==> config.mk <==
export PLATFORM = sky130hd
export DESIGN_NAME = fir_out_mem_reader
export DESIGN_NICKNAME = d
export VERILOG_FILES = /design/src/rtl/fir_out_mem_reader.sv
export SDC_FILE = /design/constraint.sdc
export NUM_CORES = 1
export LEC_CHECK = 0
export BUFFER_PORTS_ARGS = -buffer_cell sky130_fd_sc_hd__buf_4
export CORE_MARGIN = 2
export CORE_UTILIZATION = 25
export DETAILED_ROUTE_END_ITERATION = 12
export MAX_ROUTING_LAYER = met4
export PLACE_DENSITY_LB_ADDON = 0.15
export SETUP_SLACK_MARGIN = 0.3
export SLEW_MARGIN = 20
export SYNTH_ARGS = -nofsm -noshare
export SYNTH_HDL_FRONTEND = slang
export SYNTH_SLANG_ARGS = --single-unit
==> constraint.sdc <==
create_clock -name clk -period 2.7 [get_ports clk]
set_input_delay 0.27 -clock clk [delete_from_list [all_inputs] [get_ports clk]]
set_output_delay 0.27 -clock clk [all_outputs]
set_load 0.005 [all_outputs]
==> src/rtl/fir_out_mem_reader.sv <==
// fir_out_mem_reader: drains the FIR output sample memory into a valid/ready stream through a 2-entry FIFO.
// Optional golden-sample checker enabled by defining FIR_OUT_CHECK_EN.
module fir_out_mem_reader #(
    parameter int DATA_W = 26,
    parameter int ADDR_W = 8,
    parameter int DEPTH  = 256
) (
    input  logic              clk,
    input  logic              reset,
    input  logic              start,
    output logic              busy,
    output logic              done,
    output logic              mem_rd_en,
    output logic [ADDR_W-1:0] mem_addr,
    input  logic [DATA_W-1:0] mem_rd_data,
    output logic              out_valid,
    input  logic              out_ready,
`ifdef FIR_OUT_CHECK_EN
    input  logic [DATA_W-1:0] gold_data,
    output logic [ADDR_W:0]   err_cnt,
    output logic              mismatch,
`endif
    output logic [DATA_W-1:0] out_data,
    output logic [ADDR_W-1:0] out_index
);
    typedef enum logic [1:0] {IDLE, READ, DRAIN, DONE} state_t;
    localparam logic [ADDR_W-1:0] LAST = ADDR_W'(DEPTH - 1);
    state_t            state, state_nx;
    logic [ADDR_W-1:0] rd_ptr, fl_idx;
    logic              inflight, wp, rp, pop, accept;
    logic [1:0]        count;
    logic [2:0]        occ;
    logic [DATA_W-1:0] f_data [2];
    logic [ADDR_W-1:0] f_idx [2];

    assign accept    = state == IDLE && start;
    assign out_valid = count != 2'd0;
    assign pop       = out_valid && out_ready;
    assign out_data  = f_data[rp];
    assign out_index = f_idx[rp];
    assign occ       = {1'b0, count} + {2'b0, inflight} - {2'b0, pop};
    assign mem_addr  = mem_rd_en ? rd_ptr : '0;
    assign busy      = state == READ || state == DRAIN;
    assign done      = state == DONE;

    // Next state and read issue; a read goes out only when the FIFO is guaranteed room for its data.
    always_comb begin
        state_nx  = state;
        mem_rd_en = 1'b0;
        case (state)
            IDLE:    state_nx = start ? READ : IDLE;
            READ: begin
                mem_rd_en = occ < 3'd2;
                state_nx  = (mem_rd_en && rd_ptr == LAST) ? DRAIN : READ;
            end
            DRAIN:   state_nx = (count == 2'd0 && !inflight) ? DONE : DRAIN;
            default: state_nx = IDLE;
        endcase
    end

    // State register.
    always_ff @(posedge clk or negedge reset) begin
        if (!reset) state <= IDLE;
        else        state <= state_nx;
    end

    // Read pointer and tracking of the one read whose data returns next cycle.
    always_ff @(posedge clk or negedge reset) begin
        if (!reset) begin
            rd_ptr   <= '0;
            fl_idx   <= '0;
            inflight <= 1'b0;
        end else begin
            rd_ptr   <= accept ? '0 : mem_rd_en ? rd_ptr + 1'b1 : rd_ptr;
            fl_idx   <= mem_rd_en ? rd_ptr : fl_idx;
            inflight <= mem_rd_en;
        end
    end

    // Two-entry FIFO; a returning read always pushes, and push with pop on a full FIFO keeps it full.
    always_ff @(posedge clk or negedge reset) begin
        if (!reset) begin
            f_data <= '{default: '0};
            f_idx  <= '{default: '0};
            wp     <= 1'b0;
            rp     <= 1'b0;
            count  <= 2'd0;
        end else begin
            if (inflight) begin
                f_data[wp] <= mem_rd_data;
                f_idx[wp]  <= fl_idx;
                wp         <= ~wp;
            end
            rp    <= pop ? ~rp : rp;
            count <= count + {1'b0, inflight} - {1'b0, pop};
        end
    end

`ifdef FIR_OUT_CHECK_EN
    assign mismatch = pop && out_data != gold_data;

    // Saturating mismatch counter, cleared when a new drain is accepted.
    always_ff @(posedge clk or negedge reset) begin
        if (!reset) err_cnt <= '0;
        else        err_cnt <= accept ? '0 : (mismatch && err_cnt != '1) ? err_cnt + 1'b1 : err_cnt;
    end
`endif
endmodule

; ---- Word-level counts from Yosys, hierarchy flattened
; Index checks and enable logic that the tools add are counted.
[word_totals]
regBits = 91
in_bits = 30
output_inout_bits = 46
wordCells = 59
[classes]
n_addsub = 5
order_cmp = 4
n_eq_ne = 4
n_mux = 20
bitwise_logic = 4
n_reduce_logical = 11
[ops]
columns = cell, count
row1 = two-way mux 26 bit, 4
row2 = two-way mux 8 bit, 7
row3 = bitwise mux 52 bit, 1
row4 = demux 26 bit (select 1 bit), 1
row5 = bitwise mux 16 bit, 1
row6 = "adder 8 x 1 -> 8 bit, second input constant", 1
row7 = demux 8 bit (select 1 bit), 1
row8 = "equality test 8 bit, second input constant", 1
row9 = case mux 2 bit (3 select lines), 1
row10 = logical AND 1 bit, 5
row11 = "equality test 2 bit, second input constant", 2
row12 = "greater-or-equal comparator 2 bit, second input constant", 2
row13 = logical NOT 2 bit, 2
row14 = inverter 1 -> 2 bit, 2
row15 = nonzero test 2 bit, 2
row16 = adder 2 x 1 -> 3 bit, 1
row17 = "less-than comparator 3 x 2 -> 1 bit, second input constant", 1
row18 = two-way mux 1 bit, 3
row19 = subtractor 3 x 1 -> 3 bit, 1
row20 = adder 2 x 1 -> 2 bit, 1
row21 = "equality test 2 x 1 -> 1 bit, second input constant", 1
row22 = "less-than comparator 2 x 1 -> 1 bit, second input constant", 1
row23 = two-way mux 2 bit, 1
row24 = inverter 1 bit, 2
row25 = other kinds (3), 3

; ---- Longest topological paths before layout
[depth]
ltp_word = 7
depth_mapped = 10
ltp_nobuf = 9

; ---- Worst setup path after synthesis
; Ideal clock, no wire load.
[synth_path]
path_kind = register to register
startpoint = reg count[1]
endpoint = reg fl_idx[0]
setup_ns = 0.125
t_arrival_ns = 2.868
path_slack_ns = -0.293
stages_incl_launch_ff = 11
n_path_buf = 1
path_cell_list = dfrtp_1 > or2_2 > and2_1 > ha_1 > inv_1 > ha_1 > fa_1 > nand2b_1 > clkbuf_1 > nor2_2 > mux2_2
[synth_between]
elab_chain_cells = 5
[synth_lines]
columns = element, line
row1 = "start, declared", 31  ; logic [1:0] count;
row2 = "start signal, assigned", 95  ; count <= count + {1'b0, inflight} - {1'b0, pop};
row3 = nonzero test 2 bit, 37  ; assign out_valid = count != 2'd0;
row4 = named net out_valid, 16  ; output logic out_valid,
row5 = logical AND 1 bit, 38  ; assign pop = out_valid && out_ready;
row6 = named net pop, 30  ; logic inflight, wp, rp, pop, accept;
row7 = subtractor 3 x 1 -> 3 bit, 41  ; assign occ = {1'b0, count} + {2'b0, inflight} - {2'b0, pop};
row8 = named net occ[1], 32  ; logic [2:0] occ;
row9 = less-than comparator 3 x 2 -> 1 bit, 53  ; mem_rd_en = occ < 3'd2;
row10 = two-way mux 1 bit, 50  ; case (state)
row11 = named net mem_rd_en, 13  ; output logic mem_rd_en,
row12 = "end signal, assigned", 75  ; fl_idx <= mem_rd_en ? rd_ptr : fl_idx;
row13 = "end, declared", 29  ; logic [ADDR_W-1:0] rd_ptr, fl_idx;
; The timed path passes the listed nets, and every way through them passes these cells.
; A chain may end at the register's enable or synchronous reset.

; ---- Worst setup path after layout
[layout_path]
startpoint = reg count[1]
endpoint = out mem_addr[1]
[layout_between]
elab_chain_cells = 6
[layout_lines]
columns = element, line
row1 = nonzero test 2 bit, 37
row2 = logical AND 1 bit, 38
row3 = named net pop, 30
row4 = subtractor 3 x 1 -> 3 bit, 41
row5 = named net occ[1], 32
row6 = less-than comparator 3 x 2 -> 1 bit, 53
row7 = two-way mux 1 bit, 50
row8 = two-way mux 8 bit, 42  ; assign mem_addr = mem_rd_en ? rd_ptr : '0;
row9 = "end, declared", 14  ; output logic [ADDR_W-1:0] mem_addr,
; The timed path passes the listed nets, and every way through them passes these cells.

==> flow_summary.json <==
{
  "outcome": "finished, violations left",
  "violations": "setup timing",
  "die-area_um2": 17500,
  "cts_root_buf": "clkbuf_16",
  "timing.fmax_mhz": 350,
  "synth.largest_area_cell": "dfrtp_1",
  "grt_overflow": 0,
  "grt_pass1_vias": 2904,
  "synth_top_cell_area_share_pct": 55.2,
  "vias": 2679,
  "synth_area_per_cell_um2": 14.0,
  "cp_max_fo": 8,
  "skew_ps": 5.74,
  "cap_violations": 0,
  "worstHoldStart": "mem_rd_data[23]",
  "grt_pass1_wl_um": 15400,
  "initial_core_util_pct": 25.8,
  "syn2layout_area_growth_pct": 38.9,
  "diodes": 0,
  "crit_start": "count[1]$_DFF_PN0_",
  "setup_viol": 21,
  "cts_buffer_depth": 2,
  "cts_buffers": 9,
  "pre_cts_ws_ps": 19.9,
  "antenna_left": 0,
  "p_leak_nw": 2.55,
  "insertion_delay_ps": 330,
  "worstReg2RegStart": "count[1]$_DFF_PN0_",
  "clk_pin_slew_ps": 60,
  "synth.most_common_cell": "mux2_2",
  "arrival_ps": 2590,
  "io_buffers": 75,
  "ys_types": 33,
  "whs_path_depth": 2,
  "maxSlewHeadroom_pct": 61.3,
  "cp.required_ps": 2430,
  "synthCells": 295,
  "clock_sinks": 91,
  "core_area_um2": 16000,
  "syn_area_um2": 4120,
  "dp.final_hpwl_um": 6080,
  "antenna_found_initial": 0,
  "power_density_nw_per_um2": 1280,
  "critPathLaunchType": "flop",
  "ys_ff_latch": 91,
  "dr.pass1.iters": 4,
  "rsz0062_at_grt": "true",
  "io_pins": 76,
  "cts.htree.levels": 3,
  "synth-main-ff-cell": "dfrtp_1",
  "gr-usage-all-layers_pct": 11.6,
  "peakVddDrop_mv": 0.513,
  "netlist_top_cells_area": "dfrtp_1 (55%), mux2_2 (30%), ha_1 (2.4%)",
  "dpl_cell_area_um2": 5130,
  "fp.dieH_um": 132,
  "synth_warnings": 0,
  "setup.worst_path.class": "flop to primary output",
  "ys_seq_area_share_pct": 55.2,
  "die_w_um": 132,
  "cts_tree": "yes",
  "hold_ws_ps": 174,
  "drt_iter0_markers": 75,
  "tightest_slew_ps": 580,
  "final_util_pct": 35.8,
  "final_area_um2": 5730,
  "gp_congestion": 0.773,
  "rows": 46,
  "finalWorstSetupSlack_ps": -158,
  "wirelength_um": 9390,
  "drv_slew": 0,
  "viasPerCell": 4.36,
  "synthArstFlopShare_pct": 100,
  "min_path_type": "input port to flop",
  "grt_max_degree": 50,
  "synth-edff-count": 0,
  "crit_path_end_kind": "primary output",
  "period_share_pct": 106,
  "finalNetCount": 433,
  "post-route-min-period_ps": 2860,
  "layout-drive-gt1-share_pct": 66.3,
  "syn_nets": 334,
  "route.detailed.drc": 0,
  "synth_common_cells": "mux2_2 (109), dfrtp_1 (91), buf_2 (9), ha_1 (8)",
  "wl_per_cell_um": 15.3,
  "r2r.worst_path.cells": 11,
  "hold_viol": 0
}
==> cell families (layout without fill, tap and decap cells) <==
logic type	Yosys count	in the layout	share of synthesized area (%)
mux	111	111	30.3
compound gates	17	17	2.52
xor+xnor	4	4	1.03
flops	91	91	55.2
buf+inv	22	125	2.28
fa+ha+maj	9	9	2.91
simple gates	41	41	5.77
==> flip-flops by register name (all words and copies together), names as in the netlist <==
| register | cells |
|---|---|
| rd_ptr | 8 |
| wp | 1 |
| state | 2 |
| fl_idx | 8 |
| f_data | 52 |
| count | 2 |
| rp | 1 |
| inflight | 1 |
| f_idx | 16 |
==> through the flow <==
step	setup TNS (ps)	total power [mW]	cells
floorplan	-231	4.27	295
global placement	0	5.55	583
detailed placement	0	5.61	583
CTS	-2780	7.26	610
global route	-4280	7.83	614
finish	-1940	7.32	614
==> cell type report <==
type / instances / area [µm²]
Clock buffer: 13 / 270
Clock inverter: 2 / 10.0
Fill cell: 1603 / 10300
Inverter: 7 / 26.3
Multi-Input combinational cell: 182 / 1980
Sequential cell: 91 / 2280
Tap cell: 216 / 270
Timing Repair Buffer: 103 / 892
==> what timing repair did <==
action	4_1_cts	5_1_grt
endpoints found under the setup margin	27	28
setup buffers	11	4
hold buffers	1	0
pin swaps	18	9
resized for setup	36	12
endpoints found under the hold margin	42	0
==> critical path: stages (launching register included) <==
cell,delay (ps)
dfrtp_2,400
or2_4,230
and2_4,150
ha_4,250
inv_2,40
ha_4,150
fa_2,480
nor2b_2,150
buf_6,130
and3_4,180
buf_6,90
==> metal layers <==
layer / vias to the layer above / global-route usage [%] / routed length [µm] / share of wire, %
met3: 16 / 2.57 / 356 / 3.8
met1: 1346 / 14.5 / 4410 / 47
li1: 1254 / - / - / -
met4: 0 / 5.44 / 212 / 2.3
met5: - / - / 0 / 0
met2: 63 / 18.1 / 4410 / 47
==> power breakdown <==
group	total, mW	switching, mW	internal, mW
combinational	3.82	1.47	2.35
sequential	2.32	0.369	1.95
clock	1.18	0.489	0.691
==> cell usage in the layout, fill, tap and decap left out, types with 3 or more instances in the layout <==
| master | instances |
|---|---|
| mux2_2 | 102 |
| dfrtp_1 | 89 |
| buf_4 | 79 |
| buf_6 | 19 |
| clkbuf_16 | 9 |
| and3_4 | 7 |
| mux2_4 | 7 |
| inv_1 | 6 |
| ha_1 | 6 |
| nand2_1 | 5 |
| a21oi_2 | 5 |
| nand4_1 | 3 |
| xor2_1 | 3 |
| nand2b_1 | 3 |
| o31ai_1 | 3 |
| or4_4 | 3 |
| nand3_1 | 3 |
| clkbuf_8 | 3 |
| buf_12 | 3 |
==> path summary, 6_finish.rpt <==
path	slack [ps]	to
min	170	f_data[23]$_DFFE_PN0P_
max	-160	mem_addr[1]
min reg2reg	500	f_idx[15]$_DFFE_PN0P_
min in group asynchronous	480	f_data[11]$_DFFE_PN0P_
max reg2reg	-100	rd_ptr[3]$_DFFE_PN0P_
max in group asynchronous	1540	count[1]$_DFF_PN0_
Power figures use the tool's default switching activity.
